==> src/rtl/bomb_sequencer.sv <==
// Dynamite sequencer for one level: place bomb, run fuse, fire blast.
// The blast breaks breakable walls in reach and flags hero death; both flags are sticky.
module bomb_sequencer #(
    parameter int TICK_DIV    = 25000000,
    parameter int FUSE_TICKS  = 3,
    parameter int BLAST_TICKS = 2,
    parameter int BOMB_SIZE   = 10,
    parameter int BLAST_RANGE = 20,
    parameter int CHAR_SX     = 13,
    parameter int CHAR_SY     = 28,
    parameter int NUM_BW      = 2
) (
    input  logic                  clk,
    input  logic                  reset_n,
    input  logic                  enable,
    input  logic                  level_restart,
    input  logic                  f_key,
    input  logic [9:0]            char_pos_x,
    input  logic [9:0]            char_pos_y,
    input  logic [10*NUM_BW-1:0]  bw_l,
    input  logic [10*NUM_BW-1:0]  bw_r,
    input  logic [10*NUM_BW-1:0]  bw_u,
    input  logic [10*NUM_BW-1:0]  bw_d,
    output logic [9:0]            bomb_pos_x,
    output logic [9:0]            bomb_pos_y,
    output logic [3:0]            b_cnt,
    output logic                  bomb_visible,
    output logic                  blast_active,
    output logic [NUM_BW-1:0]     bw_broken,
    output logic                  death,
    output logic                  busy
);

    // state | meaning
    // IDLE  | no bomb; waiting for a fresh fire press
    // FUSE  | bomb placed and visible, fuse ticking
    // BLAST | blast live; walls evaluated on first cycle, hero every cycle
    localparam logic [1:0] IDLE  = 2'd0;
    localparam logic [1:0] FUSE  = 2'd1;
    localparam logic [1:0] BLAST = 2'd2;

    localparam int TW = (TICK_DIV > 1) ? $clog2(TICK_DIV) : 1;
    localparam logic [10:0] REACH = 11'(BOMB_SIZE + BLAST_RANGE);

    logic [1:0]        state;
    logic [TW-1:0]     tick_cnt;
    logic [7:0]        blast_left;
    logic              first_blast;
    logic              f_prev;
    logic              press;
    logic              tick;
    logic [10:0]       box_l, box_r, box_u, box_d;
    logic [10:0]       hero_l, hero_r, hero_u, hero_d;
    logic              hero_hit;
    logic [NUM_BW-1:0] wall_hit;

    function automatic logic [10:0] sat_lo(input logic [9:0] c, input logic [10:0] r);
        return ({1'b0, c} >= r) ? ({1'b0, c} - r) : 11'd0;
    endfunction

    function automatic logic [10:0] sat_hi(input logic [9:0] c, input logic [10:0] r,
                                           input logic [10:0] lim);
        logic [10:0] s;
        s = {1'b0, c} + r;
        return (s > lim) ? lim : s;
    endfunction

    assign press        = f_key & ~f_prev;
    assign tick         = (state != IDLE) && (tick_cnt == TW'(TICK_DIV - 1));
    assign bomb_visible = (state == FUSE);
    assign blast_active = (state == BLAST);
    assign busy         = (state != IDLE);

    // Boxes are 11-bit so low edges can clamp at 0 instead of wrapping.
    always_comb begin
        box_l    = sat_lo(bomb_pos_x, REACH);
        box_r    = sat_hi(bomb_pos_x, REACH, 11'd639);
        box_u    = sat_lo(bomb_pos_y, REACH);
        box_d    = sat_hi(bomb_pos_y, REACH, 11'd479);
        hero_l   = sat_lo(char_pos_x, 11'(CHAR_SX));
        hero_r   = {1'b0, char_pos_x} + 11'(CHAR_SX);
        hero_u   = sat_lo(char_pos_y, 11'(CHAR_SY));
        hero_d   = {1'b0, char_pos_y} + 11'(CHAR_SY);
        hero_hit = (hero_l <= box_r) && (hero_r >= box_l) &&
                   (hero_u <= box_d) && (hero_d >= box_u);
        wall_hit = '0;
        for (int i = 0; i < NUM_BW; i++) begin
            wall_hit[i] = (box_l <= {1'b0, bw_r[10*i +: 10]}) &&
                          (box_r >= {1'b0, bw_l[10*i +: 10]}) &&
                          (box_u <= {1'b0, bw_d[10*i +: 10]}) &&
                          (box_d >= {1'b0, bw_u[10*i +: 10]});
        end
    end

    always_ff @(posedge clk or negedge reset_n) begin
        if (!reset_n) begin
            state       <= IDLE;
            tick_cnt    <= '0;
            blast_left  <= '0;
            first_blast <= 1'b0;
            f_prev      <= 1'b0;
            bomb_pos_x  <= '0;
            bomb_pos_y  <= '0;
            b_cnt       <= '0;
            bw_broken   <= '0;
            death       <= 1'b0;
        end else begin
            f_prev <= f_key;
            if (level_restart) begin
                state       <= IDLE;
                tick_cnt    <= '0;
                first_blast <= 1'b0;
                b_cnt       <= '0;
                bw_broken   <= '0;
                death       <= 1'b0;
            end else if (!enable) begin
                state       <= IDLE;
                tick_cnt    <= '0;
                first_blast <= 1'b0;
                b_cnt       <= '0;
            end else begin
                case (state)
                    IDLE: begin
                        if (press && !death) begin
                            bomb_pos_x <= char_pos_x;
                            bomb_pos_y <= char_pos_y;
                            b_cnt      <= 4'd1;
                            tick_cnt   <= '0;
                            state      <= FUSE;
                        end
                    end
                    FUSE: begin
                        tick_cnt <= tick ? '0 : tick_cnt + TW'(1);
                        if (tick) begin
                            if (b_cnt == 4'(FUSE_TICKS - 1)) begin
                                b_cnt       <= 4'(FUSE_TICKS);
                                blast_left  <= 8'(BLAST_TICKS - 1);
                                first_blast <= 1'b1;
                                state       <= BLAST;
                            end else begin
                                b_cnt <= b_cnt + 4'd1;
                            end
                        end
                    end
                    BLAST: begin
                        first_blast <= 1'b0;
                        tick_cnt    <= tick ? '0 : tick_cnt + TW'(1);
                        if (first_blast)
                            bw_broken <= bw_broken | wall_hit;
                        if (hero_hit)
                            death <= 1'b1;
                        if (tick) begin
                            if (blast_left == 8'd0) begin
                                b_cnt <= '0;
                                state <= IDLE;
                            end else begin
                                blast_left <= blast_left - 8'd1;
                            end
                        end
                    end
                    default: begin
                        b_cnt <= '0;
                        state <= IDLE;
                    end
                endcase
            end
        end
    end

endmodule
==> config.mk <==
export PLATFORM = sky130hd
export DESIGN_NAME = bomb_sequencer
export DESIGN_NICKNAME = d
export VERILOG_FILES = /design/src/rtl/bomb_sequencer.sv
export SDC_FILE = /design/constraint.sdc
export NUM_CORES = 1
export LEC_CHECK = 0
export CORE_MARGIN = 2
export CORE_UTILIZATION = 35
export CTS_CLUSTER_DIAMETER = 80
export DETAILED_ROUTE_END_ITERATION = 8
export MAX_ROUTING_LAYER = met4
export SLEW_MARGIN = 20
export SYNTH_ARGS = -nofsm -noshare
export SYNTH_HDL_FRONTEND = slang
export SYNTH_SLANG_ARGS = --single-unit
==> constraint.sdc <==
create_clock -name clk -period 3.4 [get_ports clk]
set_input_delay 1.02 -clock clk [delete_from_list [all_inputs] [get_ports clk]]
set_output_delay 1.02 -clock clk [all_outputs]
set_load 0.02 [all_outputs]
==> impl_metrics.toml <==
[outcome]
outcome = "finished clean"

[drt]
firstDrtPassIters = 5
via_count = 8368
starting_drc_count_in_detailed_routing = 517
remaining_drc_errors = 0
avgViaCountPerCell = 5.14
drt-total-wl_um = 24900
wire_per_inst_um = 15.3
final_antenna_net_count = 0

[clock_tree]
clock_tree.buffer_depth = 2
tritoncts = "done"
cts_hold_buf = 0
cts-root-buf = "sky130_fd_sc_hd__clkbuf_16"
cts.clk_slew.worst_paths_ns = 0.05
clock_tree.htree_level_count = 3
clock_latency_ns = 0.34
cts.sinks = 64
cts_made_buffers = 9

[pwr]
switchingPower_mw = 2.34
ir_worst_vdd_mv = 0.237
proportion_of_total_power_due_to_net_switching = 0.429
power.density_cell_area_mw_per_mm2 = 468
report.power.total_mw = 5.45
p_comb_frac = 0.669
share_clk_of_total_power = 0.159
leakage_nw = 5.57
pwr-share-seq = 0.172
internal_power_mw = 3.11

[die]
top_level_ports = 135
placeable_core_area_mm2 = 0.0233
rows = 56
die-area_mm2 = 0.0248
starting_density_of_the_core = 0.354
floorplan.die.width_um = 157
floorplan.die.height_um = 157

[place]
gp_routability_congestion = 0.943
place_worst_setup_slack_ns = -0.522
dp_hpwl_um = 20000
portBuffers = 134

[logic_synthesis]
ys_ff_latch = 64
syn_inst = 1059
syn_area_per_cell_um2 = 7.77
synth_enable_flop_cells = 0
post-synth-top-area-fraction = 0.214
post-synth-top-count-cell = "sky130_fd_sc_hd__ha_1"
ys_top_cells_by_count = "141 x sky130_fd_sc_hd__ha_1, 137 x sky130_fd_sc_hd__inv_1, 85 x sky130_fd_sc_hd__nand2_1, 71 x sky130_fd_sc_hd__nor2_1, 64 x sky130_fd_sc_hd__dfrtp_1"
synth_area_leader_cell = "sky130_fd_sc_hd__ha_1"
synth-seq-area-share = 0.195
synth_area_leaders = "sky130_fd_sc_hd__ha_1 21%, sky130_fd_sc_hd__dfrtp_1 19%, sky130_fd_sc_hd__inv_1 6.2%"
ys.flop_type = "sky130_fd_sc_hd__dfrtp_1"
ys.warnings.count = 0
ys_types = 80
synthArstFlopShare = 1.00
synthesis.area_mm2 = 0.00823

[setup_path]
cpPeakStageDelay_ns = 0.58
crit_fanout = 8
r2r_cells = 12
critical_path_buffers_and_inverters = 2
r2r_slack_ns = 0.02
setup.worst_path.start_class = "register"
timing.setup.critical_path_class = "register to register"
crit_path_top_delay_cell = "sky130_fd_sc_hd__or4_4"
worstPathCellList = "or4_4 > a2111oi_4 > o21ai_2 > a31o_4 > nand2_1 > inv_1 > ha_1 > a21o_1 > a2111oi_4 > buf_4 > a31oi_1 > o41ai_2"
critical_path.top_delay_family = "compound AO/OA/AOI/OAI gates"
rr_startpoint = "bomb_pos_x[4]"
cp_data_required_time_ns = 3.64
critical_path.reg2reg.endpoint = "death"
crit_path_frequent_cell = "sky130_fd_sc_hd__a2111oi_4"
critPathCaptureType = "register"
critPathArrivalTime_ns = 3.63

[global_route]
antenna_found_initial = 0
grt_pass1_vias = 7967
grt_start_max_net_pins = 39
gr_usage_total = 0.204
grt.overflow.total = 0
grt_pass1_wl_um = 39500

[timing]
final.setup.tns_ns = 0
achievable-frequency_mhz = 295
final_critical_path_setup_slack_ns = 0.0151
fin_worst_hold_slack_ns = 0.487
setup_viol = 0
rsz0062_at_grt = "true"
slew_viol_final = 0
relSlewSlack = 0.580
number_of_failing_hold_endpoints_at_the_final_stage = 0
final.setup_skew_ns = 0.00467
finalCritPeriodShare = 0.996
fin_crit_ns = 3.38
worst_slew_pin_slew_ns = 0.630

[cells_and_area]
area_growth_syn_to_layout_pct = 41.6
n_antenna_cell = 0
final_core_util = 0.501
num-nets-final = 1550
layout-drive-gt1-share = 0.213

[worst_hold_path]
timing.hold.worst.class = "register to register"
min_delay_worst_endpoint = "bw_broken[0]"
min-delay-start = "bw_broken[0]"
depth_of_the_worst_hold_timing_path = 2

[flow_run]
max_cap_viols = 0
## worst min-delay path, delay by kind of cell (launching register included)
kind,cells,cell delay [ns]
DFF,1,0.34
and+or+nand+nor,1,0.07
AOI/OAI and AO/OA,1,0.05
## cell families after synthesis
family,after synthesis,share of synthesized area
multiplexers,19,0.0254
flip-flops,64,0.195
buffers and inverters,182,0.0868
XOR/XNOR,47,0.0500
adder cells (fa/ha/maj),141,0.214
AND/OR/NAND/NOR,363,0.230
AO/OA/AOI/OAI,241,0.198
other,2,0.000912
## worst max path at each step
stage                  to     startpoint  cells past startpoint  slack, ns
floorplan           death  bomb_pos_y[1]                     14       0.01
global placement    death  char_pos_x[0]                     14      -0.46
detailed placement  death  char_pos_x[0]                     14      -0.52
CTS                 death  bomb_pos_y[2]                     12      -0.14
global route        death  bomb_pos_x[4]                     13      -0.11
finish              death  bomb_pos_x[4]                     12       0.02
## flip-flops by register name, summed over array words and instances, names as in the netlist
register and cells:
state 2, bw_broken 2, first_blast 1, death 1
bomb_pos_x 10, f_prev 1, blast_left 8, b_cnt 4
bomb_pos_y 10, tick_cnt 25
## power groups by stage
stage | clock network [mW] | logic [mW] | registers, mW
3_5_place_dp | 0 | 3.25 | 0.945
2_1_floorplan | 0 | 1.98 | 0.980
3_3_place_gp | 0 | 3.19 | 0.943
4_1_cts | 0.884 | 3.40 | 0.932
5_1_grt | 0.911 | 4.09 | 0.948
6_report | 0.865 | 3.65 | 0.938
## placed cells by master, fill, tap and decap left out, types with 7 or more instances in the layout
master	n
sky130_fd_sc_hd__buf_4	136
sky130_fd_sc_hd__inv_1	134
sky130_fd_sc_hd__ha_1	130
sky130_fd_sc_hd__clkdlybuf4s50_1	128
sky130_fd_sc_hd__nand2_1	79
sky130_fd_sc_hd__nor2_1	69
sky130_fd_sc_hd__dfrtp_1	61
sky130_fd_sc_hd__o21ai_0	47
sky130_fd_sc_hd__a21oi_1	34
sky130_fd_sc_hd__nand3_1	34
sky130_fd_sc_hd__o21ai_1	33
sky130_fd_sc_hd__nand4_1	25
sky130_fd_sc_hd__xnor2_1	24
sky130_fd_sc_hd__xor2_1	23
sky130_fd_sc_hd__nor3_1	23
sky130_fd_sc_hd__nand2b_1	15
sky130_fd_sc_hd__mux2_2	15
sky130_fd_sc_hd__a31oi_1	14
sky130_fd_sc_hd__and3_1	14
sky130_fd_sc_hd__o31ai_1	14
sky130_fd_sc_hd__or2_2	13
sky130_fd_sc_hd__o21a_1	13
sky130_fd_sc_hd__a21o_1	13
sky130_fd_sc_hd__nor2b_1	12
sky130_fd_sc_hd__ha_4	9
sky130_fd_sc_hd__clkbuf_16	9
sky130_fd_sc_hd__nand2_2	7
sky130_fd_sc_hd__and2_1	7
## layer usage
layer,up-vias,wire length (um),global-route usage
met3,35,1010,0.0209
li1,4254,-,-
met4,0,490,0.0589
met5,-,0,-
met2,204,11800,0.341
met1,3875,11600,0.262
## cell type report
cell class / instances / area [um^2]
clock inverters: 5 / 32.5
clock buffers: 11 / 243
repair buffers: 275 / 2450
multi-input cells: 816 / 6400
flip-flops and latches: 64 / 1610
well taps: 319 / 399
fillers: 2257 / 11600
inverters: 138 / 518
## repair_timing
| item | in CTS | in global routing |
|---|---|---|
| buffers inserted | 2 | 7 |
| endpoints found under the setup margin | 3 | 3 |
| resized for setup | 24 | 72 |
| pin swaps | 19 | 27 |
## metrics by stage
stage | instance area [um^2] | instances
final | 11700 | 1628
after global routing | 11700 | 1628
after CTS | 11300 | 1621
after detailed placement | 10800 | 1603
after global placement | 10800 | 1603
after floorplan | 8300 | 1062
(Power assumes the default switching activity.)
